[src/rtl/mem_pkg.sv]
//------------------------------------------------------------------------------
// mem_pkg
//   Shared sizing constants and FSM state encoding for the paged memory fill.
//   Revision: 1.0
//------------------------------------------------------------------------------
`default_nettype none

package mem_pkg;

  localparam int RAM_WIDTH = 32;
  localparam int RAM_DEPTH = 16;
  localparam int PAGES     = 2;
  localparam int BX_W      = 2;
  localparam int ADDR_W    = $clog2(RAM_DEPTH);
  localparam int PAGE_W    = $clog2(PAGES);
  localparam int NENT_W    = ADDR_W + 1;

  typedef enum logic [1:0] {
    IDLE    = 2'd0,
    WAIT_BX = 2'd1,
    FILL    = 2'd2
  } state_t;

endpackage

`default_nettype wire

[src/rtl/page_counter.sv]
//------------------------------------------------------------------------------
// page_counter
//   Entry count and page index of the page being filled.
//   Revision: 1.0
//------------------------------------------------------------------------------
`default_nettype none

module page_counter
  import mem_pkg::*;
(
  input  logic              clk,
  input  logic              reset,
  input  logic              restart,
  input  logic              advance,
  input  logic              wr,
  output logic [NENT_W-1:0] count,
  output logic              full,
  output logic [PAGE_W-1:0] page
);

  localparam logic [NENT_W-1:0] c_depth     = NENT_W'(RAM_DEPTH);
  localparam logic [NENT_W-1:0] c_cnt_one   = NENT_W'(1);
  localparam logic [PAGE_W-1:0] c_last_page = PAGE_W'(PAGES - 1);
  localparam logic [PAGE_W-1:0] c_page_one  = PAGE_W'(1);

  // A restart with wr set counts the word that opens the new page.
  always_ff @(posedge clk or posedge reset) begin
    if (reset) begin
      count <= '0;
      page  <= '0;
    end else begin
      if (restart)
        count <= {{(NENT_W-1){1'b0}}, wr};
      else if (wr)
        count <= count + c_cnt_one;

      if (advance)
        page <= (page == c_last_page) ? '0 : page + c_page_one;
    end
  end

  assign full = (count == c_depth);

endmodule

`default_nettype wire

[src/rtl/bx_page_writer.sv]
//------------------------------------------------------------------------------
// bx_page_writer
//   Writes a BX-tagged word stream into one page of a dual-page memory and
//   swaps pages, publishing the entry count, on every BX change.
//   Revision: 1.0
//------------------------------------------------------------------------------
`default_nettype none

module bx_page_writer
  import mem_pkg::*;
(
  input  logic                 clk,
  input  logic                 reset,
  input  logic                 en_proc,
  input  logic [BX_W-1:0]      bx_in,
  input  logic [RAM_WIDTH-1:0] din,
  input  logic                 din_valid,
  output logic                 wea,
  output logic [ADDR_W-1:0]    addra,
  output logic [RAM_WIDTH-1:0] dina,
  output logic [PAGE_W-1:0]    pagea,
  output logic [NENT_W-1:0]    nent,
  output logic [PAGE_W-1:0]    nent_page,
  output logic [BX_W-1:0]      bx_out,
  output logic                 done,
  output logic                 overflow
);

  state_t            r_state;
  logic [BX_W-1:0]   r_bx_q;

  logic              w_bx_chg;
  logic              w_fill;
  logic              w_start;
  logic              w_close;
  logic              w_abort;
  logic              w_wr;
  logic              w_drop;
  logic              w_full;
  logic [NENT_W-1:0] w_count;
  logic [PAGE_W-1:0] w_page;

  assign w_bx_chg = (bx_in != r_bx_q);
  assign w_fill   = (r_state == FILL) && en_proc;
  assign w_close  = w_fill && w_bx_chg;
  // A page opens on the alignment edge out of WAIT_BX or on any BX change in FILL.
  assign w_start  = w_close || ((r_state == WAIT_BX) && en_proc && w_bx_chg);
  assign w_abort  = (r_state == FILL) && !en_proc;
  assign w_wr     = din_valid && (w_start || (w_fill && !w_full));
  assign w_drop   = din_valid && w_fill && !w_bx_chg && w_full;

  page_counter u_page_counter (
    .clk     (clk),
    .reset   (reset),
    .restart (w_start || w_abort),
    .advance (w_close),
    .wr      (w_wr),
    .count   (w_count),
    .full    (w_full),
    .page    (w_page)
  );

  assign pagea = w_page;

  always_ff @(posedge clk or posedge reset) begin
    if (reset) begin
      r_state   <= IDLE;
      r_bx_q    <= '0;
      wea       <= 1'b0;
      addra     <= '0;
      dina      <= '0;
      nent      <= '0;
      nent_page <= '0;
      bx_out    <= '0;
      done      <= 1'b0;
      overflow  <= 1'b0;
    end else begin
      wea  <= w_wr;
      done <= w_close;

      if (w_wr) begin
        addra <= w_start ? '0 : w_count[ADDR_W-1:0];
        dina  <= din;
      end

      if (w_close) begin
        nent      <= w_count;
        nent_page <= w_page;
        bx_out    <= r_bx_q;
      end

      if (w_start || w_abort)
        overflow <= 1'b0;
      else if (w_drop)
        overflow <= 1'b1;

      if (r_state != IDLE)
        r_bx_q <= bx_in;

      case (r_state)
        IDLE:    if (en_proc) r_state <= WAIT_BX;
        WAIT_BX: begin
          if (!en_proc)
            r_state <= IDLE;
          else if (w_bx_chg)
            r_state <= FILL;
        end
        FILL:    if (!en_proc) r_state <= IDLE;
        default: r_state <= IDLE;
      endcase
    end
  end

endmodule

`default_nettype wire

[config.mk]
export PLATFORM = sky130hd
export DESIGN_NAME = bx_page_writer
export DESIGN_NICKNAME = d
export VERILOG_FILES = /design/src/rtl/mem_pkg.sv /design/src/rtl/page_counter.sv /design/src/rtl/bx_page_writer.sv
export SDC_FILE = /design/constraint.sdc
export NUM_CORES = 1
export LEC_CHECK = 0
export BUFFER_PORTS_ARGS = -buffer_cell sky130_fd_sc_hd__buf_2
export CAP_MARGIN = 10
export CORE_UTILIZATION = 45
export CTS_BUF_LIST = sky130_fd_sc_hd__clkbuf_4 sky130_fd_sc_hd__clkbuf_8
export CTS_CLUSTER_SIZE = 16
export DETAILED_ROUTE_END_ITERATION = 8
export HOLD_SLACK_MARGIN = 0.05
export PLACE_DENSITY = 0.84
export SYNTH_ARGS = -nofsm -noshare
export SYNTH_HDL_FRONTEND = slang
export SYNTH_SLANG_ARGS = --single-unit
[constraint.sdc]
create_clock -name clk -period 2.5 [get_ports clk]
set_input_delay 0.25 -clock clk [delete_from_list [all_inputs] [get_ports clk]]
set_output_delay 0.25 -clock clk [all_outputs]
set_load 0.02 [all_outputs]
==> flow_summary.ini, run 1 <==
[status]
outcome = finished clean

[worst_setup_path]
cp-start-kind = register
critPathBufInv = 2
critPathCaptureType = register
required_ps = 2700
worstPathArrival_ps = 2400
crit_fanout = 32
cpLargestDelayFamily = flip-flops
slowest_stage = dfrtp_1
crit_chain = inv_1, ha_1, nand4bb_1, nor3_1, o22a_2, buf_12, mux2_2
crit_type = reg2reg
crit_path_max_incr_delay_ps = 440

[grt]
track_usage_pct = 16.7
first_global_vias = 1546
grt_max_degree = 43
grt.overflow.total = 0
antenna_found_initial = 0
grt_first_pass_wirelength_um = 6790

[floorplan]
initial_core_util_pct = 46.9
fp.coreArea_mm2 = 0.00511
dieArea_mm2 = 0.00561
die_width_um = 74.9
die_h_um = 74.9
io_pins = 86
rows = 26

[timing]
finalMaxSlewViolations = 0
final.setup.tns_ps = 0
finalCriticalPeriod_ps = 2200
fin_crit_sh_pct = 87.9
finalSetupViolCount = 0
finalHoldViolCount = 0
worst_slew_pin_slew_ps = 843
rsz0062_at_grt = no
whs_ps = 104
skew_ps = 7.65
slew_headroom_pct = 43.7
fmax_mhz = 455

[yosys]
synthCells = 162
async_flop_share_pct = 100
ys.flop_type = dfrtp_1
synth_edf_count = 0
netlist_area_mm2 = 0.00239
postSynthNetCount = 202
ys_seq_elements = 57
yosysSeqAreaShare_pct = 59.6
synthDistinctLibCells = 35
avgSynthCellArea_um2 = 14.8
yosys_warnings = 0

[cts]
hold_buffers = 0
cts_setup_buffers = 0
h-tree-depth = 3
ctsResizeCount = 0
clk_latency_ps = 320
clockRootBuffer = clkbuf_8
cts_tree = built
cts_buffers = 9
clkSinkCount = 57
clockBufferDepth = 2
worst_setup_hold_path_clk_slew_ps = 60

[worst_hold_path]
min_path_type = in2async

[detailed_routing]
routed_via_density = 4.87
wirelength_um = 4540
route.detailed.drc = 0
wl_per_cell_um = 13.7
postRouteAntennaNets = 0
vias = 1611
firstDrtPassIters = 4
drtIter0Drc = 51

[power]
p_per_area_mw_per_mm2 = 1250
internal_power_mw = 2.53
clkPwrFrac_pct = 23.2
cellLeakagePower_nw = 1.62
p_sw_share_pct = 35.0
power_switching_mw = 1.36
seqPwrFrac_pct = 38.3
p_comb_share_pct = 38.5
vdd_drop_max_uv = 812

[final_layout]
regArea_mm2 = 0.00143
antenna_cells = 0
drive_gt1_share_pct = 58.2
fin_nets = 296
fillers = 424
syn2layout_area_growth_pct = 29.9
multi_input_area_um2 = 897

[job]
cap_violations = 0

[placement]
gp_congestion = 0.862
port_buffers = 85
place_hpwl_um = 3200
[layout make-up]
type / count / share of cell area, %
tap: 70 / 2.82
multi-input combinational: 94 / 28.9
inverter: 6 / 0.724
sequential: 57 / 45.9
clock buffer: 14 / 5.79
timing repair buffer: 88 / 14.8
clock inverter: 2 / 1.13
[sequential cells by signal, indices dropped and copies added (netlist names)]
name	flops
done	1
r_state	2
nent_page	1
addra	4
u_page_counter.count	5
nent	5
u_page_counter.page	1
bx_out	2
wea	1
r_bx_q	2
overflow	1
dina	32
[cells by family after synthesis]
| family | after synthesis | synth area share, % |
|---|---|---|
| xor gates and xnor gates | 3 | 1.41 |
| muxes | 45 | 23.2 |
| buffers and inverters | 11 | 2.98 |
| AOI/OAI and AO/OA | 23 | 6.74 |
| DFF | 57 | 59.6 |
| adders and majority gates | 2 | 1.05 |
| and+or+nand+nor | 21 | 5.02 |
[layout by cell type (no fill, tap or decap), types with 4 or more instances in the layout]
| cell type | count |
|---|---|
| inv_1 | 5 |
| clkbuf_8 | 12 |
| mux2_2 | 28 |
| buf_2 | 85 |
| mux2_4 | 14 |
| o21ai_0 | 4 |
| dfrtp_1 | 57 |
| nand2_1 | 5 |
| a21oi_1 | 5 |
| a22o_1 | 4 |
[synthesized netlist by cell type, drive strengths merged, types with 2 or more instances]
cell type,number,area [um2]
nand3,4,25.0
a21oi,5,25.0
buf,4,45.0
a22o,4,35.0
mux2i,3,30.0
o21ai,5,28.8
nand2,5,18.8
dfrtp,57,1430
ha,2,25.0
nor2,3,11.3
inv,6,22.5
mux2,42,526
o21bai,3,22.5
nor2b,2,12.5
xor2,2,25.0
nand2b,2,12.5
[worst reg2reg max path, stage by stage (launching register included)]
cell       delay [ps]
dfrtp_1           440
inv_1              90
ha_1              140
nand4bb_1         150
nor3_1            290
o22a_2            340
buf_12            250
mux2_2            370
[routing by layer]
layer	global-route usage, %	vias to the layer above	routed length, um
met5	0	-	0
met4	7.55	0	63
met3	6.16	7	232
met2	26.4	53	2160
met1	20.5	788	2080
li1	-	763	-
[power groups by stage]
stage / clock network (mW) / logic [mW] / registers (mW)
final: 0.904 / 1.50 / 1.49
after global routing: 0.972 / 1.62 / 1.54
after CTS: 0.923 / 1.52 / 1.49
after detailed placement: 0 / 1.51 / 1.51
after global placement: 0 / 1.48 / 1.49
after floorplan: 0 / 0.653 / 1.89
[through the flow]
step | utilization [%] | power [mW] | std cells | setup slack (ps) | instance area (um2)
floorplan | - | 2.54 | 162 | 599 | 2390
global placement | 56.7 | 2.97 | 315 | 399 | 2890
detailed placement | 56.7 | 3.02 | 315 | 310 | 2890
CTS | 60.9 | 3.93 | 331 | 303 | 3110
global route | 60.9 | 4.13 | 331 | 137 | 3110
finish | 60.9 | 3.89 | 331 | 303 | 3110
[worst paths after layout]
check	slack (ps)	end	depth (start not counted)	startpoint
min in group clk	150	dina[17]$_DFFE_PP0P_	2	din[17]
max in group asynchronous	1750	dina[22]$_DFFE_PP0P_	3	reset
setup / recovery	300	dina[23]$_DFFE_PP0P_	7	u_page_counter.count[0]$_DFFE_PP0P_
hold reg to reg	500	u_page_counter.page$_DFFE_PP0P_	1	u_page_counter.page$_DFFE_PP0P_
setup reg to reg	300	dina[23]$_DFFE_PP0P_	7	u_page_counter.count[0]$_DFFE_PP0P_
hold / removal	100	u_page_counter.count[1]$_DFFE_PP0P_	2	reset
No activity file was read; power rests on OpenSTA's default activity.
==> run 2: changes to the inputs <==
--- a/config.mk
+++ b/config.mk
@@ -7,6 +7,7 @@
 export LEC_CHECK = 0
 export BUFFER_PORTS_ARGS = -buffer_cell sky130_fd_sc_hd__buf_2
 export CAP_MARGIN = 10
+export CORE_MARGIN = 2
 export CORE_UTILIZATION = 45
 export CTS_BUF_LIST = sky130_fd_sc_hd__clkbuf_4 sky130_fd_sc_hd__clkbuf_8
 export CTS_CLUSTER_SIZE = 16
==> flow_summary.ini, run 2 (same netlist as run 1, synthesis figures left out) <==
[detailed_routing]
postRouteAntennaNets = 0
routed_via_density = 4.88
route.detailed.drc = 0
firstDrtPassIters = 4
wl_per_cell_um = 13.9
wirelength_um = 4620
drtIter0Drc = 49
vias = 1616

[timing]
fin_crit_sh_pct = 88.1
rsz0062_at_grt = no
finalCriticalPeriod_ps = 2200
finalMaxSlewViolations = 0
fin_ws_ps = 299
fmax_mhz = 454
finalSetupViolCount = 0
finalHoldViolCount = 0
slew_headroom_pct = 53.3
final.setup.tns_ps = 0
skew_ps = 6.78
worst_slew_pin_slew_ps = 701

[floorplan]
initial_core_util_pct = 46.9
dieArea_mm2 = 0.00592
io_pins = 86
rows = 26
fp.coreArea_mm2 = 0.00511
die_h_um = 76.9
die_width_um = 76.9

[cts]
clk_latency_ps = 330
hold_buffers = 0
ctsResizeCount = 0
worst_setup_hold_path_clk_slew_ps = 70
cts_tree = built
cts_buffers = 9
clockBufferDepth = 2
clkSinkCount = 57
cts_setup_buffers = 0
h-tree-depth = 3
clockRootBuffer = clkbuf_8

[final_layout]
antenna_cells = 0
top_register = dina
final_cell_mix = buf_2, dfrtp_1, mux2_2, mux2_4, clkbuf_8
final_common_cell = buf_2
largest_registers = dina: 32 flops, nent: 5 flops, u_page_counter.count: 5 flops
largest_reg_flops = 32
utilization_pct = 61.1
fin_cells = 331
fin_nets = 296
syn2layout_area_growth_pct = 30.5
drive_gt1_share_pct = 58.2

[worst_setup_path]
rr_endpoint = dina[31]$_DFFE_PP0P_
crit_path_max_incr_delay_ps = 440
worstPathArrival_ps = 2410
crit_type = reg2reg
slowest_stage = dfrtp_1
cpLargestDelayFamily = simple AND/OR/NAND/NOR gates
critPathLaunch = u_page_counter.count[0]$_DFFE_PP0P_
crit_chain = inv_1, ha_1, nand4bb_1, nor3_1, o22a_2, buf_12, mux2_2
r2r_setup_slack_ps = 300
required_ps = 2710
crit_fanout = 30
critPathBufInv = 2
ff2ff_path_depth = 7
critPathCaptureType = register
cp-start-kind = register
regToRegStartpoint = u_page_counter.count[0]$_DFFE_PP0P_

[grt]
grt_first_pass_wirelength_um = 7630
use_met1_pct = 22.1
grt.overflow.total = 0
first_global_vias = 1608
grt_use_met3_pct = 3.88
grt_use_met2_pct = 25.0
grt_max_degree = 58
track_usage_pct = 16.6
antenna_found_initial = 0
busiest_layer = met2

[placement]
gp_congestion = 0.791
place_ws_ps = 312
placed_cells = 315
place_hpwl_um = 3150
port_buffers = 85

[status]
outcome = finished clean

[job]
cap_violations = 0

[power]
vdd_drop_max_uv = 574
cellLeakagePower_nw = 1.62
power_mw = 3.97
p_per_area_mw_per_mm2 = 1270

[worst_hold_path]
min_path_type = in2async
-- run 2: metal layers --
layer / vias to the layer above / wire (um)
li1: 763 / -
met1: 773 / 2020
met2: 69 / 2140
met3: 11 / 328
met4: 0 / 130
met5: - / 0
-- run 2: tightest hold or removal path, stage by stage --
cell	delay (ps)
buf_2	100
inv_2	40
buf_4	560
-- run 2: power breakdown --
group          switching, mW  total [mW]  internal, mW
sequential             0.205        1.49          1.28
clock                  0.369       0.981         0.612
combinational          0.816        1.50         0.688
-- run 2: area by class of cell --
type / count / area, um2
fill: 433 / 1980
timing repair buffer: 88 / 460
inverter: 6 / 22.5
multi-input combinational: 94 / 897
sequential: 57 / 1430
clock buffer: 11 / 151
tap: 70 / 87.6
clock inverter: 5 / 77.6
-- run 2: stage by stage --
step,area (um2),hold slack [ps]
floorplan,2390,399
global placement,2890,481
detailed placement,2890,484
CTS,3120,138
global route,3120,135
finish,3120,123
-- run 2: worst max-delay path by stage --
| stage | cells past startpoint | slack [ps] | to |
|---|---|---|---|
| 5_1_grt | 7 | 130 | dina[31]$_DFFE_PP0P_ |
| 3_3_place_gp | 7 | 370 | dina[31]$_DFFE_PP0P_ |
| 3_5_place_dp | 7 | 310 | dina[16]$_DFFE_PP0P_ |
| 4_1_cts | 7 | 280 | dina[16]$_DFFE_PP0P_ |
| 6_report | 7 | 300 | dina[31]$_DFFE_PP0P_ |
| 2_1_floorplan | 8 | 600 | dina[10]$_DFFE_PP0P_ |
==> run 3: changes to the inputs <==
--- a/config.mk
+++ b/config.mk
@@ -5,6 +5,7 @@
 export SDC_FILE = /design/constraint.sdc
 export NUM_CORES = 1
 export LEC_CHECK = 0
+export ABC_AREA = 1
 export BUFFER_PORTS_ARGS = -buffer_cell sky130_fd_sc_hd__buf_2
 export CAP_MARGIN = 10
 export CORE_MARGIN = 2
@@ -13,7 +14,7 @@
 export CTS_CLUSTER_SIZE = 16
 export DETAILED_ROUTE_END_ITERATION = 8
 export HOLD_SLACK_MARGIN = 0.05
-export PLACE_DENSITY = 0.84
+export PLACE_DENSITY = 0.85
 export SYNTH_ARGS = -nofsm -noshare
 export SYNTH_HDL_FRONTEND = slang
 export SYNTH_SLANG_ARGS = --single-unit
==> flow_summary.ini, run 3 <==
[cts]
clkSinkCount = 57
clockRootBuffer = clkbuf_8
h-tree-depth = 3
clk_latency_ps = 330
worst_setup_hold_path_clk_slew_ps = 60
ctsResizeCount = 0
clockBufferDepth = 2
hold_buffers = 0
cts_tree = built
cts_buffers = 9
cts_setup_buffers = 0

[timing]
finalHoldViolCount = 0
finalSetupViolCount = 0
worst_slew_pin_slew_ps = 891
skew_ps = 6.32
finalMaxSlewViolations = 0
final.setup.tns_ps = 0
fin_crit_sh_pct = 72.0
slew_headroom_pct = 40.5
fmax_mhz = 556
rsz0062_at_grt = no
finalCriticalPeriod_ps = 1800

[detailed_routing]
route.detailed.drc = 0
wl_per_cell_um = 11.3
routed_via_density = 4.62
postRouteAntennaNets = 0
firstDrtPassIters = 4
vias = 1997
wirelength_um = 4890
drtIter0Drc = 83

[yosys]
yosysSeqAreaShare_pct = 61.0
netlist_area_mm2 = 0.00234
synthDistinctLibCells = 21
yosysTopAreaCellShare_pct = 61.0
yosys_warnings = 0
synthCells = 266
synth_edf_count = 0
synth_area_leaders = dfrtp_1, nand2_1, inv_1
yosys.cell_count.top_type = nand2_1
async_flop_share_pct = 100
ys_seq_elements = 57
avgSynthCellArea_um2 = 8.79
yosys-top-cells-count = nand2_1, dfrtp_1, inv_1
ys.flop_type = dfrtp_1
synth_area_leader_cell = dfrtp_1
postSynthNetCount = 306

[final_layout]
largest_reg_flops = 32
syn2layout_area_growth_pct = 28.5
largest_registers = dina: 32 flops, nent: 5 flops, u_page_counter.count: 5 flops
final_common_cell = nand2_1
fillers = 479
fin_nets = 397
utilization_pct = 59.2
antenna_cells = 0
top_register = dina
final_cell_mix = nand2_1, buf_2, dfrtp_1, inv_1, clkbuf_8
drive_gt1_share_pct = 31.5

[worst_setup_path]
cp-start-kind = register
worstPathArrival_ps = 2050
ff2ff_path_depth = 11
critPathLaunch = u_page_counter.count[0]$_DFFE_PP0P_
regToRegStartpoint = u_page_counter.count[0]$_DFFE_PP0P_
crit_type = reg2reg
crit_fanout = 21
rr_endpoint = addra[1]$_DFFE_PP0P_
r2r_setup_slack_ps = 700
required_ps = 2750
critPathCaptureType = register
critPathCapture = addra[1]$_DFFE_PP0P_

[floorplan]
initial_core_util_pct = 46.1
die_width_um = 76.1
die_h_um = 76.1
rows = 26
dieArea_mm2 = 0.00579
io_pins = 86
fp.coreArea_mm2 = 0.00507

[grt]
grt.overflow.total = 0
first_global_vias = 1981
antenna_found_initial = 0
grt_first_pass_wirelength_um = 8660
grt_max_degree = 45
track_usage_pct = 19.0

[placement]
port_buffers = 85
place_hpwl_um = 3510
gp_congestion = 0.804

[power]
p_comb_share_pct = 37.0
p_per_area_mw_per_mm2 = 1180
clkPwrFrac_pct = 21.7
p_sw_share_pct = 39.8
seqPwrFrac_pct = 41.3
internal_power_mw = 2.13
power_switching_mw = 1.41
vdd_drop_max_uv = 566
cellLeakagePower_nw = 1.77

[status]
outcome = finished clean

[worst_hold_path]
min_path_type = in2async

[job]
cap_violations = 0
run 3: changes by cell type after synthesis, sizes merged, moves of 3 or more:
| cell | previous run | this run |
|---|---|---|
| mux2 | 42 | 0 |
| o21ai | 5 | 14 |
| nand3 | 4 | 8 |
| a22o | 4 | 0 |
| buf | 4 | 8 |
| mux2i | 3 | 0 |
| inv | 6 | 18 |
| nor2 | 3 | 10 |
| o21bai | 3 | 0 |
| nand2 | 5 | 140 |
run 3: cell families (layout without fill, tap and decap cells):
| logic type | count (synthesis) | count (layout) | synth area share (%) |
|---|---|---|---|
| flip-flops | 57 | 57 | 61.0 |
| buffers and inverters | 26 | 122 | 5.14 |
| AO/OA/AOI/OAI | 19 | 19 | 4.76 |
| AND/OR/NAND/NOR | 158 | 158 | 26.5 |
| adder cells (fa/ha/maj) | 2 | 2 | 1.07 |
| XOR/XNOR | 4 | 4 | 1.50 |
run 3: layer usage:
layer	up-vias	wire length, um	GRT usage (%)	share of wire [%]
met1	926	2150	22.1	44
met5	-	0	0	0
met4	0	128	11.8	2.6
met2	69	2340	32.0	48
met3	9	269	4.27	5.5
li1	993	-	-	-
run 3: area by class of cell:
class / instances / area, um2 / area share, %
Inverter: 18 / 70.1 / 2.33
Tap cell: 70 / 87.6 / 2.91
Timing Repair Buffer: 88 / 448 / 14.9
Clock inverter: 3 / 15.0 / 0.500
Sequential cell: 57 / 1430 / 47.5
Multi-Input combinational cell: 183 / 792 / 26.4
Clock buffer: 13 / 166 / 5.54
run 3: how the worst min path moves through the flow:
stage            start              endpoint  slack [ps]  cells after the start
2_1_floorplan   din[0]   dina[0]$_DFFE_PP0P_         360                      2
3_3_place_gp   din[15]  dina[15]$_DFFE_PP0P_         450                      3
3_5_place_dp   din[14]  dina[14]$_DFFE_PP0P_         450                      3
4_1_cts        din[14]  dina[14]$_DFFE_PP0P_          90                      3
5_1_grt        din[13]  dina[13]$_DFFE_PP0P_         110                      3
6_report         reset         wea$_DFF_PP0_         110                      2
run 3: power groups by stage:
| stage | Clock, mW | Combinational, mW | Sequential, mW |
|---|---|---|---|
| 4_1_cts | 0.790 | 1.33 | 1.46 |
| 3_5_place_dp | 0 | 1.33 | 1.47 |
| 5_1_grt | 0.825 | 1.47 | 1.50 |
| 2_1_floorplan | 0 | 0.515 | 1.82 |
| 3_3_place_gp | 0 | 1.28 | 1.46 |
| 6_report | 0.766 | 1.31 | 1.46 |
run 3: worst max-delay path, cell delays in order (launching register included):
cell,delay [ps]
dfrtp_1,410
inv_1,130
ha_1,170
nand2_1,50
inv_1,60
nand2_1,60
nand2_1,100
nand2_2,70
nand2_4,200
buf_4,290
nand2_1,80
o21ai_1,80
run 3: through the flow:
step | cell area, um2 | power, mW | setup slack, ps | hold slack [ps] | std cells
6_report | 3010 | 3.53 | 701 | 109 | 432
5_1_grt | 3010 | 3.80 | 510 | 113 | 432
4_1_cts | 3010 | 3.58 | 682 | 94.7 | 432
3_5_place_dp | 2820 | 2.79 | 712 | 449 | 416
3_3_place_gp | 2820 | 2.74 | 825 | 445 | 416
2_1_floorplan | 2340 | 2.34 | 850 | 360 | 266
